[src/rtl/seg7_pkg.sv]
// Shared constants for the 4-digit multiplexed 7-segment scanner:
// active-low segment patterns, anode values and the digit-slot encoding.
package seg7_pkg;

   localparam int unsigned SEG_W = 7;
   localparam int unsigned AN_W  = 4;
   localparam int unsigned BCD_W = 4;
   localparam int unsigned CNT_W = 16;

   // Segment order {g,f,e,d,c,b,a}, active-low
   localparam logic [SEG_W-1:0] SEG_0    = 7'b1000000;
   localparam logic [SEG_W-1:0] SEG_1    = 7'b1111001;
   localparam logic [SEG_W-1:0] SEG_2    = 7'b0100100;
   localparam logic [SEG_W-1:0] SEG_3    = 7'b0110000;
   localparam logic [SEG_W-1:0] SEG_4    = 7'b0011001;
   localparam logic [SEG_W-1:0] SEG_5    = 7'b0010010;
   localparam logic [SEG_W-1:0] SEG_6    = 7'b0000010;
   localparam logic [SEG_W-1:0] SEG_7    = 7'b1111000;
   localparam logic [SEG_W-1:0] SEG_8    = 7'b0000000;
   localparam logic [SEG_W-1:0] SEG_9    = 7'b0010000;
   localparam logic [SEG_W-1:0] SEG_DASH = 7'b0111111;
   localparam logic [SEG_W-1:0] SEG_OFF  = 7'b1111111;

   localparam logic [AN_W-1:0]  AN_OFF   = 4'b1111;

   typedef enum logic [1:0] {
      IDX_MIN1 = 2'd0,
      IDX_MIN2 = 2'd1,
      IDX_SEC1 = 2'd2,
      IDX_SEC2 = 2'd3
   } dig_idx_e;

   // Slot 0 drives an[3], slot 3 drives an[0]
   function automatic logic [AN_W-1:0] an_sel(input dig_idx_e idx);
      return ~(AN_W'(4'b1000) >> idx);
   endfunction

endpackage

[src/rtl/seg7_bcd_dec.sv]
// Combinational BCD to active-low 7-segment decoder; non-BCD codes show a dash.
module seg7_bcd_dec
   import seg7_pkg::*;
(
   input  logic [3:0] bcd_i,
   output logic [6:0] seg_o
);

   always_comb begin
      seg_o = SEG_DASH;
      case (bcd_i)
         4'd0:    seg_o = SEG_0;
         4'd1:    seg_o = SEG_1;
         4'd2:    seg_o = SEG_2;
         4'd3:    seg_o = SEG_3;
         4'd4:    seg_o = SEG_4;
         4'd5:    seg_o = SEG_5;
         4'd6:    seg_o = SEG_6;
         4'd7:    seg_o = SEG_7;
         4'd8:    seg_o = SEG_8;
         4'd9:    seg_o = SEG_9;
         default: seg_o = SEG_DASH;
      endcase
   end

endmodule

[src/rtl/seg7_scan.sv]
// Time-multiplexed driver for a 4-digit MM:SS display with blinking colon.
// Optional build macro SEG7_LZ_BLANK_EN blanks a leading zero in the tens-of-minutes digit.
module seg7_scan
   import seg7_pkg::*;
#(
   parameter int unsigned SCAN_DIV = 1000
)(
   input  logic       clk,
   input  logic       rst,
   input  logic       tick_1hz,
   input  logic [3:0] min1,
   input  logic [3:0] min2,
   input  logic [3:0] sec1,
   input  logic [3:0] sec2,
   output logic [3:0] an,
   output logic [6:0] seg,
   output logic       dp
);

   localparam logic [CNT_W-1:0] CNT_LAST = CNT_W'(SCAN_DIV - 1);

   logic [CNT_W-1:0] cnt_q, cnt_d;
   dig_idx_e         idx_q, idx_d;
   logic             col_q, col_d;
   logic [AN_W-1:0]  an_q,  an_d;
   logic [SEG_W-1:0] seg_q, seg_d;
   logic             dp_q,  dp_d;

   logic [BCD_W-1:0] dig_sel_c;
   logic [SEG_W-1:0] dig_seg_c;
   logic             wrap_c;

   // Digit mux follows the current slot
   always_comb begin
      dig_sel_c = min1;
      case (idx_q)
         IDX_MIN1: dig_sel_c = min1;
         IDX_MIN2: dig_sel_c = min2;
         IDX_SEC1: dig_sel_c = sec1;
         IDX_SEC2: dig_sel_c = sec2;
         default:  dig_sel_c = min1;
      endcase
   end

   seg7_bcd_dec u_dec (
      .bcd_i (dig_sel_c),
      .seg_o (dig_seg_c)
   );

   assign wrap_c = (cnt_q == CNT_LAST);

   // Next state; first count of each slot is kept dark so the anode switch does not ghost
   always_comb begin
      cnt_d = wrap_c ? '0 : cnt_q + CNT_W'(1);
      idx_d = wrap_c ? dig_idx_e'(2'(idx_q + 2'd1)) : idx_q;
      col_d = col_q ^ tick_1hz;
      an_d  = AN_OFF;
      seg_d = SEG_OFF;
      dp_d  = 1'b1;
      if (cnt_q != '0) begin
         an_d  = an_sel(idx_q);
         seg_d = dig_seg_c;
         dp_d  = ~((idx_q == IDX_MIN2) && col_q);
`ifdef SEG7_LZ_BLANK_EN
         if ((idx_q == IDX_MIN1) && (dig_sel_c == '0)) begin
            an_d  = AN_OFF;
            seg_d = SEG_OFF;
         end
`endif
      end
   end

   always_ff @(posedge clk) begin
      if (rst) begin
         cnt_q <= '0;
         idx_q <= IDX_MIN1;
         col_q <= 1'b0;
         an_q  <= AN_OFF;
         seg_q <= SEG_OFF;
         dp_q  <= 1'b1;
      end else begin
         cnt_q <= cnt_d;
         idx_q <= idx_d;
         col_q <= col_d;
         an_q  <= an_d;
         seg_q <= seg_d;
         dp_q  <= dp_d;
      end
   end

   assign an  = an_q;
   assign seg = seg_q;
   assign dp  = dp_q;

endmodule
[config.mk]
export PLATFORM = sky130hd
export DESIGN_NAME = seg7_scan
export DESIGN_NICKNAME = d
export VERILOG_FILES = /design/src/rtl/seg7_pkg.sv /design/src/rtl/seg7_bcd_dec.sv /design/src/rtl/seg7_scan.sv
export SDC_FILE = /design/constraint.sdc
export NUM_CORES = 1
export LEC_CHECK = 0
export CORE_UTILIZATION = 50
export CTS_CLUSTER_SIZE = 16
export DETAILED_ROUTE_END_ITERATION = 12
export PLACE_DENSITY = 0.87
export SLEW_MARGIN = 10
export SYNTH_ARGS = -nofsm -noshare
export SYNTH_HDL_FRONTEND = slang
export SYNTH_SLANG_ARGS = --single-unit
[constraint.sdc]
create_clock -name clk -period 2.5 [get_ports clk]
set_clock_uncertainty 0.1 [all_clocks]
set_input_delay 0.5 -clock clk [delete_from_list [all_inputs] [get_ports clk]]
set_output_delay 0.5 -clock clk [all_outputs]
set_load 0.02 [all_outputs]
* After elaboration in Yosys (flattened, before gate mapping)
Memory sizes are Yosys's and may differ from the RTL's. A register that Yosys moved wholly into a read port is not among the register bits.
Cells that the tools add are included.
** Storage, ports and cells
- Register bits :: 24
- Bits in latches :: 0
- Bits in writable memories :: 0
- Bits in read-only memories :: 112
- Input port bits :: 19
- Output and inout port bits :: 12
- Logic and storage cells :: 23
- Memories :: 1
** Memory list
- (name not given) :: depth 16, width 7, rd ports 1, clocked after Yosys merged registers in 1, write ports 0, line seg7_bcd_dec.sv:11 : case (bcd_i)
** Operators by class
- Add/sub/neg operators :: 2
- $mul :: 0
- Div/mod/pow operators :: 0
- Order comparisons :: 0
- Equality and inequality tests :: 4
- Shift-type cells :: 1
- Multiplexer cells :: 1
- Bitwise operators :: 4
- Reduce and logical (&&, ||, !) cells :: 5
** Operators with widths (count)
- 16-bit by 1-bit adder with 16-bit output (second input constant) :: 1
- 16-bit by 10-bit equality test with 1-bit output (second input constant) :: 1
- 4-bit one-hot mux with 4 select lines :: 1
- 16-bit nonzero test :: 1
- 2-bit equality test (second input constant) :: 2
- 4-bit NOT :: 1
- 2-bit OR reduction :: 2
- 4-bit by 2-bit >> shifter with 4-bit output (first input constant) :: 1
- 2-bit by 1-bit adder with 2-bit output (second input constant) :: 1
- 2-bit by 1-bit equality test with 1-bit output (second input constant) :: 1
- 2-bit zero test :: 1
- 1-bit NOT :: 2
- 1-bit logical AND :: 1
- 1-bit XOR :: 1

* Depth between registers and ports, before layout
- Depth after elaboration :: 3
- Depth in mapped cells :: 8
- Mapped depth without buffers :: 8

* Hierarchy
A second synthesis with hierarchy kept.
** Unflattened totals
- Cells, all modules :: 173
- Area total of the unflattened synthesis :: 1585.3 µm²
** By module, submodules not included
- seg7_scan :: times used 1, cells each 142, area each 1345.0 µm², sequential area each 620.6 µm²
- seg7_bcd_dec :: times used 1, cells each 31, area each 240.2 µm², sequential area each 0.0 µm²

* Worst setup path before layout
Ideal clock, no wire load.
- Path type :: reg-to-reg
- From :: register idx_q[0]
- To :: register seg_q[1] (netlist: seg[1])
- Library setup time :: 0.125 ns
- Arrival time :: 1.895 ns
- Required time :: 2.275 ns
- Slack :: 0.380 ns
- Cell stages (with the launch flop) :: 9
- Buffers on the path :: 1
- Period minus slack after synthesis :: 2.120 ns
- Path through :: dfxtp_1 inv_1 ha_1 clkbuf_1 mux2i_1 inv_1 ha_1 a21oi_1 o21ai_0
** Between the ends
- Cells in the longest elaborated chain, start to end :: 2
- Elaborated cells between the ends (all ways) :: 5
- Classes of those cells :: eq/ne (3); mux (1); reduce/logical (1)
** Ends and longest elaborated chain
- from (decl) :: line seg7_scan.sv:23 : dig_idx_e idx_q, idx_d;
- from (signal assigned) :: line seg7_scan.sv:83 : idx_q <= idx_d;
- 2-bit equality test (tied with other cells) :: line seg7_scan.sv:36 : case (idx_q)
- 4-bit one-hot mux with 4 select lines * :: line seg7_scan.sv:36
- to (decl) :: line seg7_scan.sv:26 : logic [SEG_W-1:0] seg_q, seg_d;
Every way passes the cells marked *; elsewhere a longest branch is shown, timed or not.
A chain may end at the register's enable or synchronous reset.

* Worst setup path after layout
- From :: register idx_q[0]
- To :: register seg_q[2] (netlist: seg[2])
The elaborated chain is that of the path after synthesis.

==> flow_metrics.tcl <==
set metrics [dict create \
    dp.cells 220 \
    grt_pass1_wl_mm 5.720 \
    dpl_worst_slack_ns -0.01263 \
    antenna_found_initial 0 \
    ys_top_cells_by_count "31 x dfxtp_1, 18 x nor2_1, 14 x inv_1" \
    syn-num-nets 191 \
    seq_area_frac_synth 0.4130 \
    cpMostUsedCell "inv_1" \
    synthTopCellsByArea "dfxtp_1 41%, ha_1 8.3%, nor2_1 4.5%, xor2_1 4.1%, nand3_1 3.7%" \
    synth_cell_types 37 \
    async_reset_ff_frac 0 \
    fin_cells 226 \
    wire_per_inst_um 14.77 \
    maxCapViolations 0 \
    cp-start-kind "flop" \
    crit_slowest_cell "dfxtp_1" \
    placed_cell_area_um2 1828 \
    slew_headroom 0.5542 \
    grt_usage 0.2329 \
    vdd_drop_max_mv 0.2609 \
    grt_max_degree 16 \
    synth_top_area_frac 0.4130 \
    yosysMostFrequentCell "dfxtp_1" \
    violations "DRC" \
    cts_tree "done" \
    start_util 0.5357 \
    clk_pin_slew_worst_paths_ns 0.09 \
    dp_hpwl_mm 2.407 \
    htreeDepth 2 \
    grt_overflow 0 \
    drc 2 \
    syn2layout_area_growth_pct 24.65 \
    power.leakage_nw 0.7380 \
    worstSetupEndpointType "flop" \
    drt_iter0_drc 69 \
    fmax_mhz 424.1 \
    critPathKind "reg2reg" \
    crit_family "compound AO/OA/AOI/OAI gates" \
    cts_sinks 31 \
    synth_top_family_by_area "simple AND/OR/NAND/NOR gates" \
    insertion_delay_ns 0.33 \
    ios 31 \
    netlist_instances 162 \
    hold_buffers 0 \
    via_per_inst 5.743 \
    slew_viol_final 0 \
    critPathArrivalTime_ns 2.47 \
    p_total_mw 0.9058 \
    diodes 0 \
    dieArea_um2 3229 \
    rows 19 \
    final_cell_area_um2 1873 \
    final-hold-violation-count 0 \
    fin_tns_setup_ns 0 \
    cts_setup_buffers 0 \
    synth_area_per_cell_um2 9.276 \
    io_buffers 30 \
    gp_congestion 0.8307 \
    vias 1298 \
    yosysTopAreaCell "dfxtp_1" \
    first_pass_iters 8 \
    synth-adder-area-share 0.08326 \
    period_needed_ns 2.358 \
    drtAntennaViolNets 0 \
    tightest_slew_ns 0.6501 \
    synth_compound_area_frac 0.1007 \
    coreArea_um2 2805 \
    p_per_area_nw_per_um2 483.6 \
    cts-root-buf "clkbuf_4" \
    drive_gt1_frac 0.07179 \
    ys_ff_latch 31 \
    routed_wl_mm 3.339 \
    synthSimpleGateAreaFrac 0.2273 \
    yosys-mux-area-fraction 0.04080 \
    outcome "finished, violations left" \
    fillerInstances 224 \
    worst_path_largest_cell_delay_ns 0.41 \
    setup_viol 0 \
    grt_pass1_vias 1323 \
    worstPathCellList "inv_1 > ha_1 > a222oi_1 > mux2i_1 > inv_1 > ha_1 > inv_1 > o311ai_0" \
    synth_flop_cell "dfxtp_1" \
    crit_buf_inv 3 \
    die_w_um 56.82 \
    fin_nets 225 \
    netlist_area_um2 1503 \
    synth_xor_area_frac 0.07577 \
    crit_fanout 6 \
    hold_class "reg2reg" \
    cts_max_path_buffers 2 \
    period_share 0.9433 \
    rsz0062_at_grt "no" \
    cts-buffers-inserted 5 \
    crit_required_ns 2.61 \
    die_h_um 56.82 \
    worst_slack_ns 0.1419 \
    ys_warn_count 0 \
    synth_edf_count 0 \
]
-- layout make-up --
cell class / instances / area (um^2) / share of cell area
multi-input cells: 111 / 797.0 / 0.4255
inverters: 14 / 52.55 / 0.02806
clock buffers: 6 / 41.29 / 0.02204
repair buffers: 33 / 322.8 / 0.1723
flip-flops and latches: 31 / 620.6 / 0.3313
well taps: 31 / 38.79 / 0.02071
-- flip-flops by register name (all words and copies together) (netlist names) --
signal  cells
dp          1
seg         7
col_q       1
cnt_q      16
an          4
idx_q       2
-- path summary, 6_finish.rpt --
path                            slack, ns     start  cells past startpoint     end
worst max register to register       0.14  idx_q[0]                      8  seg[2]
worst max-delay path                 0.14  idx_q[0]                      8  seg[2]
worst min register to register       0.33     col_q                      1      dp
worst min-delay path                 0.33     col_q                      1      dp
-- stage by stage --
step / utilization / hold WS (ns)
final: 0.6677 / 0.3280
after detailed placement: 0.6517 / 0.3136
after CTS: 0.6664 / 0.3339
after global placement: 0.6517 / 0.3039
after floorplan: - / 0.2944
after global routing: 0.6677 / 0.3641
-- layout by cell type (no fill, tap or decap), types with 2 or more instances in the layout --
cell	synthesis	layout
a21oi_1	4	4
clkbuf_4	0	5
xnor2_1	6	6
mux2i_1	5	4
or3_1	2	2
nor3_1	2	2
nand4_1	6	6
clkdlybuf4s50_1	0	30
or4_4	2	2
ha_1	10	10
inv_1	14	14
o21ai_0	5	5
and3_1	4	4
or4b_1	2	2
nand3_1	11	11
a222oi_1	4	4
buf_4	1	3
xor2_1	7	7
nor2_1	18	18
dfxtp_1	31	31
a211oi_1	2	2
nand2_1	7	7
-- repair_timing --
action,CTS,global route
resized for setup,0,1
setup endpoints to repair,0,1
hold endpoints to repair,0,0
-- power breakdown --
| group | internal [mW] | total (mW) | switching (mW) |
|---|---|---|---|
| clock network | 0.0997 | 0.258 | 0.158 |
| registers | 0.510 | 0.520 | 0.00999 |
| logic | 0.0674 | 0.128 | 0.0607 |
| total | 0.677 | 0.906 | 0.229 |
-- routing by layer --
layer	wire [um]	global-route usage	vias up	part of all wire
met3	151	0.07834	13	0.045
li1	-	-	634	-
met4	115	0.1359	0	0.034
met5	0	0	-	0
met2	1555	0.3656	41	0.47
met1	1516	0.2759	610	0.45
-- cells by family (layout without fill, tap and decap cells) --
family,Yosys count,after routing
AND/OR/NAND/NOR,61,61
flip-flops,31,31
AO/OA/AOI/OAI,21,21
buffers and inverters,20,53
XOR/XNOR,13,13
adder cells (fa/ha/maj),10,10
multiplexers,6,6
Power figures use the tool's default switching activity.
